**config.mk**
```make
export PLATFORM = sky130hd
export DESIGN_NAME = uart_cmd_parser
export DESIGN_NICKNAME = d
export VERILOG_FILES = /design/src/rtl/uart_cmd_pkg.sv /design/src/rtl/uart_cmd_timer.sv /design/src/rtl/uart_cmd_parser.sv
export SDC_FILE = /design/constraint.sdc
export NUM_CORES = 1
export LEC_CHECK = 0
export CAP_MARGIN = 30
export CORE_MARGIN = 2
export CORE_UTILIZATION = 49
export CTS_BUF_LIST = sky130_fd_sc_hd__clkbuf_4
export DETAILED_ROUTE_END_ITERATION = 12
export PLACE_DENSITY = 0.79
export REMOVE_ABC_BUFFERS = 1
export SYNTH_ARGS = -nofsm -noshare
export SYNTH_HDL_FRONTEND = slang
export SYNTH_HIERARCHICAL = 1
export SYNTH_SLANG_ARGS = --single-unit
```
**constraint.sdc**
```tcl
create_clock -name CLK_50M -period 2.8 [get_ports CLK_50M]
set_clock_uncertainty 0.1 [all_clocks]
set_input_delay 0.42 -clock CLK_50M [delete_from_list [all_inputs] [get_ports CLK_50M]]
set_output_delay 0.42 -clock CLK_50M [all_outputs]
set_load 0.1 [all_outputs]
```
**src/rtl/uart_cmd_pkg.sv**
```systemverilog
// uart_cmd_pkg: shared FSM state type, error codes and default parameters
// for the UART command frame parser.
package uart_cmd_pkg;

    typedef enum logic [1:0] {IDLE, ADDR, DATA, CSUM} state_t;

    localparam logic [1:0] ERR_CSUM        = 2'b01;
    localparam logic [1:0] ERR_TIMEOUT     = 2'b10;
    localparam logic [7:0] HEADER_DEF      = 8'h55;
    localparam int         TIMEOUT_CYC_DEF = 50000;

endpackage

```
**src/rtl/uart_cmd_timer.sv**
```systemverilog
// uart_cmd_timer: inter-byte timeout counter; expire_o is high in the cycle
// the count reaches TIMEOUT_CYC-1 while enabled and not being cleared.
module uart_cmd_timer
    import uart_cmd_pkg::*;
#(
    parameter int TIMEOUT_CYC = TIMEOUT_CYC_DEF
) (
    input  logic clk_i,
    input  logic rst_ni,
    input  logic clear_i,
    input  logic en_i,
    output logic expire_o
);

    localparam int W = $clog2(TIMEOUT_CYC + 1);

    logic [W-1:0] cnt_q, cnt_d;

    always_comb begin
        cnt_d    = clear_i ? '0 : en_i ? cnt_q + 1'b1 : cnt_q;
        expire_o = en_i && !clear_i && (cnt_q == W'(TIMEOUT_CYC - 1));
    end

    always_ff @(posedge clk_i or negedge rst_ni) begin
        if (!rst_ni) cnt_q <= '0;
        else         cnt_q <= cnt_d;
    end

endmodule

```
**src/rtl/uart_cmd_parser.sv**
```systemverilog
// uart_cmd_parser: HEADER/ADDR/DATA/CSUM frame parser driving a register write strobe.
// Inter-byte timeout is built only when UART_CMD_TIMEOUT_EN is defined.
module uart_cmd_parser
    import uart_cmd_pkg::*;
#(
    parameter logic [7:0] HEADER      = HEADER_DEF,
    parameter int         TIMEOUT_CYC = TIMEOUT_CYC_DEF
) (
    input  logic       CLK_50M,
    input  logic       RST_N,
    input  logic [7:0] rx_data,
    input  logic       rx_valid,
    output logic [7:0] reg_addr,
    output logic [7:0] reg_wdata,
    output logic       reg_we,
    output logic       frame_err,
    output logic [1:0] err_code,
    output logic       busy
);

    state_t     state_q, state_d;
    logic       rx_valid_q;
    logic [7:0] addr_q, addr_d, data_q, data_d;
    logic [7:0] reg_addr_q, reg_addr_d, reg_wdata_q, reg_wdata_d;
    logic       we_q, we_d, err_q, err_d;
    logic [1:0] err_code_q, err_code_d;
    logic [7:0] csum;
    logic       byte_acc, expire;

    assign byte_acc = rx_valid && !rx_valid_q;
    assign csum     = addr_q + data_q;

`ifdef UART_CMD_TIMEOUT_EN
    uart_cmd_timer #(.TIMEOUT_CYC(TIMEOUT_CYC)) u_timer (
        .clk_i   (CLK_50M),
        .rst_ni  (RST_N),
        .clear_i (byte_acc || state_q == IDLE),
        .en_i    (state_q != IDLE),
        .expire_o(expire)
    );
`else
    // No timer: a partial frame waits indefinitely.
    assign expire = (TIMEOUT_CYC < 0);
`endif

    always_comb begin
        state_d     = state_q;
        addr_d      = addr_q;
        data_d      = data_q;
        reg_addr_d  = reg_addr_q;
        reg_wdata_d = reg_wdata_q;
        we_d        = 1'b0;
        err_d       = 1'b0;
        err_code_d  = err_code_q;
        if (byte_acc) begin
            case (state_q)
                IDLE: state_d = (rx_data == HEADER) ? ADDR : IDLE;
                ADDR: begin
                    addr_d  = rx_data;
                    state_d = DATA;
                end
                DATA: begin
                    data_d  = rx_data;
                    state_d = CSUM;
                end
                CSUM: begin
                    state_d = IDLE;
                    if (rx_data == csum) begin
                        we_d        = 1'b1;
                        reg_addr_d  = addr_q;
                        reg_wdata_d = data_q;
                    end else begin
                        err_d      = 1'b1;
                        err_code_d = ERR_CSUM;
                    end
                end
                default: state_d = IDLE;
            endcase
        end else if (expire) begin
            // A byte in the same cycle wins over the timeout.
            state_d    = IDLE;
            err_d      = 1'b1;
            err_code_d = ERR_TIMEOUT;
        end
    end

    always_ff @(posedge CLK_50M or negedge RST_N) begin
        if (!RST_N) begin
            state_q     <= IDLE;
            rx_valid_q  <= 1'b0;
            addr_q      <= '0;
            data_q      <= '0;
            reg_addr_q  <= '0;
            reg_wdata_q <= '0;
            we_q        <= 1'b0;
            err_q       <= 1'b0;
            err_code_q  <= '0;
        end else begin
            state_q     <= state_d;
            rx_valid_q  <= rx_valid;
            addr_q      <= addr_d;
            data_q      <= data_d;
            reg_addr_q  <= reg_addr_d;
            reg_wdata_q <= reg_wdata_d;
            we_q        <= we_d;
            err_q       <= err_d;
            err_code_q  <= err_code_d;
        end
    end

    assign reg_addr  = reg_addr_q;
    assign reg_wdata = reg_wdata_q;
    assign reg_we    = we_q;
    assign frame_err = err_q;
    assign err_code  = err_code_q;
    assign busy      = (state_q != IDLE);

endmodule

```
After elaboration in Yosys (flattened, before gate mapping)
Cells that the tools add are included.
W data, S select, Z words.
{"block": "totals", "ramBits": 0, "elab_cells": 32, "out_inout_bits": 21, "latchBits": 0, "mem_bits_ro": 0, "memories": 0, "reg_bits": 38}
{"block": "op_classes", "div": 0, "n_reduce_logical": 8, "n_bitwise": 1, "magnitude_cmp": 0, "multipliers": 0, "n_shift": 0, "mux": 8, "n_eq_ne": 5, "addsub": 1}
{"cell": "$add A8 B8 Y8", "n": 1}
{"cell": "$eq A8 B7 Y1 const B", "n": 1}
{"cell": "$eq A8 B8 Y1", "n": 1}
{"cell": "$pmux W2 S4", "n": 1}
{"cell": "$mux W1", "n": 7}
{"cell": "$reduce_and A3 Y1", "n": 2}
{"cell": "$eq A2 B2 Y1 const B", "n": 2}
{"cell": "$reduce_and A2 Y1", "n": 2}
{"cell": "$eq A2 B1 Y1 const B", "n": 1}
{"cell": "$logic_not A2 Y1", "n": 1}
{"cell": "$reduce_bool A2 Y1", "n": 1}
{"cell": "$logic_and A1 B1 Y1", "n": 1}
{"cell": "$logic_not A1 Y1", "n": 1}
{"cell": "$not A1 Y1", "n": 1}

Longest topological paths before layout
{"block": "depth", "word_depth": 5, "depth_mapped": 9, "mapped_depth_nobuf": 8}

Worst setup path after synthesis
OpenSTA, ideal clock, no wires.
{"block": "synth_timing", "path_kind": "reg-to-reg", "from": "register addr_q[0]", "to": "register reg_addr_q[3] (netlist: reg_addr[3])", "path_stages_with_launch": 10, "path_buffers": 1, "arrival_ns": 2.623, "setup_slack_ns": -0.050, "cell_sequence": "dfrtp_1 ha_1 fa_1 a211oi_2 o21bai_1 a21oi_2 xnor2_1 nor4_4 buf_8 mux2_4"}
{"block": "synth_via", "elab_chain_cells": 3}
{"element": "start: declaration", "line": "uart_cmd_parser.sv:23", "rtl": "logic [7:0] addr_q, addr_d, data_q, data_d;"}
{"element": "start signal: assignment", "line": "uart_cmd_parser.sv:101", "rtl": "addr_q <= addr_d;"}
{"element": "$add A8 B8 Y8", "line": "uart_cmd_parser.sv:31", "rtl": "assign csum = addr_q + data_q;"}
{"element": "$eq A8 B8 Y1", "line": "uart_cmd_parser.sv:68", "rtl": "if (rx_data == csum) begin"}
{"element": "$reduce_and A3 Y1 (no source line)"}
{"element": "end signal: assignment", "line": "uart_cmd_parser.sv:103", "rtl": "reg_addr_q <= reg_addr_d;"}
{"element": "end: declaration", "line": "uart_cmd_parser.sv:24", "rtl": "logic [7:0] reg_addr_q, reg_addr_d, reg_wdata_q, reg_wdata_d;"}
Every way passes these cells.
A chain may end at the register's enable or synchronous reset.

Final worst setup path
{"block": "layout_timing", "from": "register addr_q[0]", "to": "register reg_wdata_q[6] (netlist: reg_wdata[6])"}
{"block": "layout_via", "elab_chain_cells": 3}
{"element": "$add A8 B8 Y8", "line": "uart_cmd_parser.sv:31"}
{"element": "$eq A8 B8 Y1", "line": "uart_cmd_parser.sv:68"}
{"element": "$reduce_and A3 Y1 (no source line)"}
{"element": "end signal: assignment", "line": "uart_cmd_parser.sv:104", "rtl": "reg_wdata_q <= reg_wdata_d;"}
{"element": "end: declaration", "line": "uart_cmd_parser.sv:24"}
Every way passes these cells.

==> flow_summary.ini <==
[run_status]
outcome = finished, violations left
violations = negative setup slack

[layout]
multiInputGateArea_um2 = 978
fillCellCount = 286
diodes = 0
area_growth_pct = 27.6
regArea_um2 = 953
post-route-util = 0.657
nets = 217
drive_gt1_frac = 0.462

[synth]
synth_cell_types = 30
synthTopCellsByCount = dfrtp_1, mux2_2, ha_1
synth.top_cell.area_share = 0.497
yosys_warnings = 6
synth_area_leaders = dfrtp_1, mux2_2, ha_1
synth_ff_type = dfrtp_1
synth-seq-area-share = 0.497
synth_edf_count = 0
ys_seq_elements = 38
syn_inst = 143
yosysTopAreaCell = dfrtp_1
yosysMostFrequentCell = dfrtp_1
synthArstFlopShare = 1.00
syn_area_mm2 = 0.00191
syn_area_per_cell_um2 = 13.4

[cts]
insertion_delay_ns = 0.35
htreeDepth = 2
cts_root_buf = clkbuf_4
cts_sinks = 38
cts_buffer_depth = 2
cts.clk_slew.worst_paths_ns = 0.12
cts-hold-fix-buffers = 0
numCtsBuffers = 5
cts_tree = yes

[power_and_ir_drop]
power_leakage_uw = 0.00118
power_density_mw_per_mm2 = 1090
total_power_uw = 2670
vdd_drop_max_v = 0.000674

[timing]
period_needed_ns = 2.86
rsz0062_at_grt = yes
finalCritPeriodShare = 1.02
fin_ws_ns = -0.0591
setup_tns_ns = -0.288
drv_slew = 0
max_freq_ghz = 0.350
setup_viol = 14
max_slew.worst_pin.slew_ns = 0.844
hold_viol_final = 0
max-slew-margin-rel = 0.437

[global_route]
first_global_vias = 1436
antenna_found_initial = 0
grtUsageTotal = 0.210
grt_pass1_wl_mm = 6.73
grt_max_degree = 39
grt-ovfl-total = 0

[placement]
gp_congestion = 0.984
place_ws_ns = -0.145
dpl.hpwl_mm = 2.87
port_buffers = 30

[setup_path]
cp-start-kind = flop
crit_path_max_fanout = 7
ff2ff_path_depth = 9
rrSetupSlack_ns = -0.06
r2r-start = addr_q[0]$_DFFE_PN0P_
reg2reg_to = reg_wdata[6]$_DFFE_PN0P_
cp.required_ns = 2.93
endpoint_kind = flop
cp.arrival_ns = 2.99
crit_type = reg -> reg

[floorplan]
dieArea_mm2 = 0.00442
die_h_um = 66.5
fp.dieW_um = 66.5
start_util = 0.515
core_mm2 = 0.00372
rows = 22
io-pin-count = 32

[routing]
vias_per_cell = 5.37
via_count = 1304
ant_nets = 0
drc = 0
drt_iter0_markers = 75
first_pass_iters = 4
wirelength_mm = 4.23
drt-wirelength-per-cell_um = 17.4

[run]
cap_violations = 0

[hold_path]
hold_path.class = in -> async
kinds of logic after synthesis:
group | after synthesis | synth area share
compound gates | 17 | 0.0589
xor+xnor | 14 | 0.0641
fa+ha+maj | 12 | 0.0824
buf+inv | 6 | 0.0216
flops | 38 | 0.497
mux | 32 | 0.206
other cells | 1 | 0.00196
simple gates | 23 | 0.0680
flip-flops by register name, summed over array words and instances (netlist names):
name,cells
addr_q,8
data_q,8
reg_addr,8
reg_wdata,8
state_q,2
err_code,1
frame_err,1
reg_we,1
rx_valid_q,1
report_power, final:
group          internal [µW]  switching, µW
registers                687            136
logic                    762            799
clock network            104            177
total                   1550           1110
routing by layer:
layer	up-vias	share of wire	track usage	wire length (µm)
met3	14	0.039	0.0557	165
met1	634	0.42	0.254	1780
li1	610	-	-	-
met2	46	0.50	0.344	2120
met4	0	0.039	0.110	163
met5	-	0	0	0
worst max path at each step:
stage / startpoint / to / slack, ns / depth (start not counted)
after global routing: data_q[0]$_DFFE_PN0P_ / reg_wdata[6]$_DFFE_PN0P_ / -0.16 / 9
final: addr_q[0]$_DFFE_PN0P_ / reg_wdata[6]$_DFFE_PN0P_ / -0.06 / 9
after global placement: addr_q[0]$_DFFE_PN0P_ / reg_addr[0]$_DFFE_PN0P_ / 0.03 / 9
after floorplan: addr_q[0]$_DFFE_PN0P_ / reg_addr[0]$_DFFE_PN0P_ / -0.33 / 8
after CTS: addr_q[0]$_DFFE_PN0P_ / reg_wdata[6]$_DFFE_PN0P_ / 0.02 / 9
after detailed placement: addr_q[0]$_DFFE_PN0P_ / reg_wdata[3]$_DFFE_PN0P_ / -0.14 / 9
repair_timing:
item                                   in CTS  in global routing
setup endpoints to repair                  16                 16
gates cloned                                1                  0
gates resized for setup                     8                  6
buffers inserted                            5                  6
endpoints found under the hold margin       0                  0
pin swaps                                   4                  7
layout by cell type (no fill, tap or decap), types with 2 or more instances in the layout:
cell | netlist | routed
dfrtp_1 | 38 | 36
ha_4 | 0 | 3
nand4_1 | 4 | 4
buf_4 | 2 | 34
xor2_1 | 5 | 5
dfrtp_2 | 0 | 2
clkdlybuf4s50_1 | 0 | 9
clkbuf_4 | 0 | 6
buf_6 | 0 | 3
o21ai_0 | 5 | 5
ha_1 | 11 | 8
nand2_1 | 7 | 7
xnor2_1 | 9 | 8
mux2_2 | 23 | 23
mux2_4 | 9 | 9
nor2_1 | 5 | 5
a21oi_1 | 4 | 4
inv_1 | 3 | 3
worst max-delay path: stages, from the launching register on:
cell and delay, ns:
dfrtp_1 0.43, ha_4 0.18, fa_2 0.34, a211oi_2 0.28
nor2_1 0.11, xnor2_1 0.16, nand4_1 0.19, nor4_4 0.39
buf_6 0.21, mux2_2 0.33
stage by stage:
stage / hold slack (ns) / area, µm² / cells
2_1_floorplan: 0.0244 / 1880 / 140
3_3_place_gp: 0.365 / 2230 / 223
3_5_place_dp: 0.364 / 2230 / 223
4_1_cts: 0.0782 / 2360 / 237
5_1_grt: 0.116 / 2440 / 243
6_report: 0.0572 / 2440 / 243
layout make-up:
class,instances,area share
Tap cell,48,0.0246
Clock buffer,6,0.0185
Sequential cell,38,0.391
Timing Repair Buffer,47,0.157
Clock inverter,2,0.00359
Multi-Input combinational cell,99,0.401
Inverter,3,0.00461
No activity file was read; power rests on OpenSTA's default activity.
